===== src/rtl/td4_clock_ctrl.sv =====
// Execution-clock controller for the TD4 CPU: derives a one-cycle advance enable
// from a slow/fast prescaler or a debounced single-step button, plus heartbeat and step count.
module td4_clock_ctrl #(
    parameter int SLOW_DIV        = 50_000_000,
    parameter int FAST_DIV        = 5_000_000,
    parameter int DEBOUNCE_CYCLES = 500_000
) (
    input  logic       clock,
    input  logic       reset,
    input  logic [1:0] mode,
    input  logic       step_btn,
    output logic       cpu_en,
    output logic       beat,
    output logic [7:0] step_cnt
);

    localparam int MAX_DIV = (SLOW_DIV > FAST_DIV) ? SLOW_DIV : FAST_DIV;
    localparam int PW      = $clog2(MAX_DIV);
    localparam int DW      = $clog2(DEBOUNCE_CYCLES + 1);

    localparam logic [PW-1:0] SLOW_LAST = PW'(SLOW_DIV - 1);
    localparam logic [PW-1:0] FAST_LAST = PW'(FAST_DIV - 1);
    localparam logic [DW-1:0] DB_LAST   = DW'(DEBOUNCE_CYCLES - 1);

    typedef enum logic [1:0] {
        MODE_HALT = 2'b00,
        MODE_SLOW = 2'b01,
        MODE_FAST = 2'b10,
        MODE_STEP = 2'b11
    } mode_t;

    logic [1:0]    mode_meta_r;
    mode_t         mode_sync_r;
    logic          btn_meta_r;
    logic          btn_sync_r;
    logic          btn_level_r;
    logic          btn_level_prev_r;
    logic [DW-1:0] db_cnt_r;
    logic [PW-1:0] presc_r;
    logic          cpu_en_r;
    logic          beat_r;
    logic [7:0]    step_cnt_r;

    logic          mode_change_s;
    logic          auto_s;
    logic [PW-1:0] div_last_s;
    logic          presc_wrap_s;
    logic          step_rise_s;
    logic          req_s;

    // Pulse request: mode_meta_r is what mode_sync_r becomes on this edge, so a
    // difference means the next cycle is a mode-change cycle with a fresh prescaler.
    always_comb begin
        auto_s     = 1'b0;
        div_last_s = {PW{1'b0}};
        case (mode_sync_r)
            MODE_SLOW: begin
                auto_s     = 1'b1;
                div_last_s = SLOW_LAST;
            end
            MODE_FAST: begin
                auto_s     = 1'b1;
                div_last_s = FAST_LAST;
            end
            default: begin
                auto_s     = 1'b0;
                div_last_s = {PW{1'b0}};
            end
        endcase
        mode_change_s = (mode_t'(mode_meta_r) != mode_sync_r);
        presc_wrap_s  = auto_s && !mode_change_s && (presc_r == div_last_s);
        step_rise_s   = (mode_sync_r == MODE_STEP) && btn_level_r && !btn_level_prev_r;
        req_s         = presc_wrap_s || step_rise_s;
    end

    // Two-flop synchronizers for the asynchronous switch and button inputs.
    always_ff @(posedge clock) begin
        if (reset) begin
            mode_meta_r <= 2'b00;
            mode_sync_r <= MODE_HALT;
            btn_meta_r  <= 1'b0;
            btn_sync_r  <= 1'b0;
        end else begin
            mode_meta_r <= mode;
            mode_sync_r <= mode_t'(mode_meta_r);
            btn_meta_r  <= step_btn;
            btn_sync_r  <= btn_meta_r;
        end
    end

    // Debouncer: accepts the new level on the cycle the stable count would reach the limit.
    always_ff @(posedge clock) begin
        if (reset) begin
            db_cnt_r         <= {DW{1'b0}};
            btn_level_r      <= 1'b0;
            btn_level_prev_r <= 1'b0;
        end else begin
            btn_level_prev_r <= btn_level_r;
            if (btn_sync_r == btn_level_r) begin
                db_cnt_r <= {DW{1'b0}};
            end else if (db_cnt_r == DB_LAST) begin
                btn_level_r <= btn_sync_r;
                db_cnt_r    <= {DW{1'b0}};
            end else begin
                db_cnt_r <= db_cnt_r + DW'(1);
            end
        end
    end

    // Auto-run prescaler.
    always_ff @(posedge clock) begin
        if (reset) begin
            presc_r <= {PW{1'b0}};
        end else if (mode_change_s || !auto_s || (presc_r == div_last_s)) begin
            presc_r <= {PW{1'b0}};
        end else begin
            presc_r <= presc_r + PW'(1);
        end
    end

    // Registered advance pulse with heartbeat and step count.
    always_ff @(posedge clock) begin
        if (reset) begin
            cpu_en_r   <= 1'b0;
            beat_r     <= 1'b0;
            step_cnt_r <= 8'd0;
        end else begin
            cpu_en_r <= req_s;
            if (req_s) begin
                beat_r     <= ~beat_r;
                step_cnt_r <= step_cnt_r + 8'd1;
            end
        end
    end

    assign cpu_en   = cpu_en_r;
    assign beat     = beat_r;
    assign step_cnt = step_cnt_r;

endmodule


===== config.mk =====
export PLATFORM = sky130hd
export DESIGN_NAME = td4_clock_ctrl
export DESIGN_NICKNAME = d
export VERILOG_FILES = /design/src/rtl/td4_clock_ctrl.sv
export SDC_FILE = /design/constraint.sdc
export NUM_CORES = 1
export LEC_CHECK = 0
export CORE_MARGIN = 3
export CORE_UTILIZATION = 55
export CTS_BUF_LIST = sky130_fd_sc_hd__clkbuf_4
export DETAILED_ROUTE_END_ITERATION = 16
export PLACE_DENSITY = 0.77
export SYNTH_ARGS = -nofsm -noshare
export SYNTH_HDL_FRONTEND = slang
export SYNTH_SLANG_ARGS = --single-unit

===== constraint.sdc =====
create_clock -name clock -period 2.4 [get_ports clock]
set_input_delay 0.24 -clock clock [delete_from_list [all_inputs] [get_ports clock]]
set_output_delay 0.24 -clock clock [all_outputs]
set_load 0.02 [all_outputs]

==> summary.txt, run 1 <==
Timing
  • Max transition margin: 0.7287
  • Final worst clock skew: 0.02076 ns
  • Transition time at the pin with the least slew margin: 0.4055 ns
  • Count of final setup violators: 0
  • Max Slew Vio Count: 0
  • Final period util: 0.9408
  • Number of hold violations in the final report: 0
  • Post-route setup TNS: 0 ns
  • Tmin final: 2.258 ns
  • Achievable clock frequency: 0.4429 GHz

Placement
  • Weighted congestion reported at the end of routability-driven placement: 0.8138
  • Post-Place Cell Area: 3063 um2
  • Number of input and output port buffers inserted: 14
  • Detailed-placement wirelength estimate: 3.472 mm

Finish
  • Number of diodes added for antenna fixing: 0
  • Leading cell types in the layout, fill and taps excluded: sky130_fd_sc_hd__nor2_1, sky130_fd_sc_hd__dfxtp_1, sky130_fd_sc_hd__xnor2_1
  • Final net count: 360
  • Area grow syn2layout: 14.97%
  • Layout cells sized above 1: 0.1045
  • Finished layout cell area: 3229 um2
  • Most frequent standard cell in the layout excluding fill and tap cells: sky130_fd_sc_hd__nor2_1

Critical path
  • Count of buffering cells on the critical path with inverters included: 2
  • Critical Path Start: mode_sync_r[0]
  • Slowest stage cell, crit path: sky130_fd_sc_hd__dfxtp_2
  • Most repeated library cell on the critical path: sky130_fd_sc_hd__nand4_1
  • Cell depth of the worst flop-to-flop path: 9
  • Largest stage delay on the critical path: 0.34 ns
  • Logic depth of the worst path, buffers included: 9
  • Worst R2R End: step_cnt[4]
  • Largest delay share family, worst path: simple AND/OR/NAND/NOR gates
  • Critical path fanouts, max: 5
  • Critical path capture point type: register
  • Worst setup path endpoint: step_cnt[4]
  • Data arrival time of the critical path: 2.58 ns
  • Reg2reg setup slack: 0.14 ns
  • Req. time, crit path: 2.72 ns
  • Critical Setup Path Class: register to register
  • R2r startpoint: mode_sync_r[0]
  • Cell Chain, Critical Path: inv_1 -> ha_1 -> or3_1 -> a211oi_2 -> nand4_1 -> o21ai_2 -> buf_4 -> nand4_1 -> mux2_4
  • Startpoint class of the critical path: register

Drt
  • Pre-Repair DR Iteration Count: 4
  • Wire per inst: 11.74 um
  • Number of violations reported at the end of detailed-routing iteration 0: 117
  • DRC violations left: 0
  • Vias per cell: 5.069
  • Residual antenna-violating net count after detailed routing: 0
  • Vias after detailed routing: 2134
  • Wirelength, routed: 4.942 mm

Floorplan
  • Starting density of the core: 0.5831
  • Width of the die: 77.47 um
  • Die area: 6001 um2
  • Standard-cell row count: 25
  • Top-level I/O count: 15
  • Vert. Die Dim: 77.47 um
  • Total core area: 4817 um2

Min path
  • Hold Crit Start: mode[1]
  • Type of the most critical hold path: input pin to register

Yosys
  • Net Count, Synth: 332
  • Post-synthesis sequential area ratio: 0.4490
  • Fraction of post-synthesis cell area in the top cell type by area: 0.4490
  • Summed instance area of the synthesized netlist: 2809 um2
  • Post-synth top area cell: sky130_fd_sc_hd__dfxtp_1
  • Register bit count reported by yosys: 63
  • Mean instance size in the synthesized netlist: 8.751 um2
  • Ranking of synthesized cells by area: sky130_fd_sc_hd__dfxtp_1, sky130_fd_sc_hd__nor2_1, sky130_fd_sc_hd__xnor2_1
  • Cells after Synth: 321
  • Count of different cell masters after synthesis: 36
  • Synthesis Warnings: 0

Clocking
  • Maximum level of the CTS H-tree: 3
  • Root Buffer Master: sky130_fd_sc_hd__clkbuf_4
  • Worst-case clock buffer depth: 2
  • CTS sink count: 63
  • Clock latency reported for the late side of the worst-skew pair: 0.42 ns
  • Clock tree from TritonCTS: built
  • Clock-pin slew on the worst setup and hold paths: 0.12 ns
  • TritonCTS buffer count: 9

Status
  • Outcome: finished clean

Global routing
  • Total track usage: 0.1869
  • Vias in the first global route: 2031
  • Global-route wire length before repair: 8.997 mm
  • Overall overflow remaining after global route: 0
  • Initial antenna violation count: 0
  • Largest net degree at the start of global routing: 25

Power
  • Leakage power total: 1.140 nW
  • P per Cell Area: 572.1 nW/um2
  • Worst voltage drop across the vdd grid: 461.9 uV

Flow run
  • Maximum Capacitance Violations: 0
## logic make-up (layout without fill, tap and decap cells)
kind of cell	after synthesis	in the layout	synth area share
multiplexers	7	7	0.02673
AND/OR/NAND/NOR	168	168	0.2940
XOR/XNOR	46	46	0.1434
adder cells (fa/ha/maj)	6	6	0.02673
flip-flops	63	63	0.4490
AO/OA/AOI/OAI	13	13	0.03207
buffers and inverters	18	51	0.02806
## layer usage
metal | global-route usage | routed length [um] | up-vias
met5 | 0 | 0 | -
met4 | 0.1103 | 146 | 0
met3 | 0.04292 | 176 | 12
met2 | 0.2841 | 2213 | 39
met1 | 0.2420 | 2406 | 958
li1 | - | - | 1125
## stage by stage
stage	total power [mW]	utilization	worst slack, ns	instances	hold WS (ns)
after floorplan	1.126	-	0.2286	321	0.3682
after global placement	1.147	0.6358	0.1826	403	0.4360
after detailed placement	1.149	0.6358	0.1073	403	0.4295
after CTS	1.864	0.6652	0.09865	419	0.3638
after global routing	1.923	0.6704	-0.04997	421	0.3717
final	1.848	0.6704	0.1420	421	0.3854
## final cells by class
class,instances,area (um2)
Fill cell,418,1588
Multi-Input combinational cell,240,1478
Sequential cell,63,1262
Timing Repair Buffer,26,230.2
Tap cell,67,83.83
Clock inverter,7,73.82
Clock buffer,9,67.56
Inverter,9,33.78
## cells in the mapped netlist
| cell | number |
|---|---|
| sky130_fd_sc_hd__nand4_1 | 14 |
| sky130_fd_sc_hd__nand2_1 | 17 |
| sky130_fd_sc_hd__o22ai_1 | 1 |
| sky130_fd_sc_hd__mux2_1 | 3 |
| sky130_fd_sc_hd__nand3_1 | 17 |
| sky130_fd_sc_hd__a21oi_1 | 2 |
| sky130_fd_sc_hd__nor4b_1 | 2 |
| sky130_fd_sc_hd__nand4b_1 | 1 |
| sky130_fd_sc_hd__buf_2 | 3 |
| sky130_fd_sc_hd__ha_1 | 6 |
| sky130_fd_sc_hd__o21ai_2 | 1 |
| sky130_fd_sc_hd__inv_1 | 9 |
| sky130_fd_sc_hd__mux2i_1 | 3 |
| sky130_fd_sc_hd__nor2b_1 | 14 |
| sky130_fd_sc_hd__or4_1 | 4 |
| sky130_fd_sc_hd__or2_2 | 2 |
| sky130_fd_sc_hd__nand3b_1 | 2 |
| sky130_fd_sc_hd__nand2b_1 | 4 |
| sky130_fd_sc_hd__a211oi_1 | 2 |
| sky130_fd_sc_hd__clkbuf_1 | 5 |
| sky130_fd_sc_hd__a2bb2oi_1 | 2 |
| sky130_fd_sc_hd__buf_6 | 1 |
| sky130_fd_sc_hd__nor3b_1 | 1 |
| sky130_fd_sc_hd__nor3_1 | 4 |
| sky130_fd_sc_hd__or3_1 | 4 |
| sky130_fd_sc_hd__nor2_1 | 72 |
| sky130_fd_sc_hd__a31o_2 | 2 |
| sky130_fd_sc_hd__mux2_2 | 1 |
| sky130_fd_sc_hd__and3_1 | 6 |
| sky130_fd_sc_hd__and2_1 | 1 |
| sky130_fd_sc_hd__xnor2_1 | 25 |
| sky130_fd_sc_hd__xor2_1 | 21 |
| sky130_fd_sc_hd__dfxtp_1 | 63 |
| sky130_fd_sc_hd__o21ai_1 | 1 |
| sky130_fd_sc_hd__o21ai_0 | 2 |
| sky130_fd_sc_hd__and4_1 | 3 |
## flip-flops by register name, summed over array words and instances (netlist names)
name / count
mode_sync_r: 2
db_cnt_r: 19
step_cnt: 8
btn_sync_r: 1
mode_meta_r: 2
btn_level_prev_r: 1
btn_meta_r: 1
presc_r: 26
btn_level_r: 1
cpu_en: 1
beat: 1
## repair_timing
action | CTS | global route
buffers inserted | 0 | 2
endpoints found under the hold margin | 0 | 0
resized for setup | 0 | 3
setup endpoints to repair | 0 | 2
hold buffers | 0 | 0
## power breakdown
group          switching, mW  internal, mW  total [mW]  leakage (nW)
logic                 0.0345        0.0334      0.0679         0.555
clock network          0.403         0.318       0.721        0.0759
registers            0.00571          1.05        1.06         0.509
total                  0.443          1.40        1.85          1.14
## worst min path at each step
stage | slack [ns] | to | cells after the start
2_1_floorplan | 0.37 | btn_meta_r | 1
3_3_place_gp | 0.44 | btn_sync_r | 1
3_5_place_dp | 0.43 | btn_sync_r | 1
4_1_cts | 0.36 | btn_meta_r | 2
5_1_grt | 0.37 | btn_meta_r | 2
6_report | 0.39 | mode_meta_r[1] | 2
No activity file was read; power rests on OpenSTA's default activity.
==> inputs of run 2 (changes only) <==
--- a/config.mk
+++ b/config.mk
@@ -9,6 +9,7 @@
 export CORE_UTILIZATION = 55
 export CTS_BUF_LIST = sky130_fd_sc_hd__clkbuf_4
 export DETAILED_ROUTE_END_ITERATION = 16
+export GPL_ROUTABILITY_DRIVEN = 0
 export PLACE_DENSITY = 0.77
 export SYNTH_ARGS = -nofsm -noshare
 export SYNTH_HDL_FRONTEND = slang
==> results of run 2 <==
Same layout as run 1: the final DEF is identical, and so are final timing and power.
==> inputs of run 3 (changes only) <==
--- a/config.mk
+++ b/config.mk
@@ -5,6 +5,7 @@
 export SDC_FILE = /design/constraint.sdc
 export NUM_CORES = 1
 export LEC_CHECK = 0
+export ABC_CLOCK_PERIOD_IN_PS = 2400
 export CORE_MARGIN = 3
 export CORE_UTILIZATION = 55
 export CTS_BUF_LIST = sky130_fd_sc_hd__clkbuf_4
==> results of run 3 <==
Same layout as run 1: the final DEF is identical, and so are final timing and power.
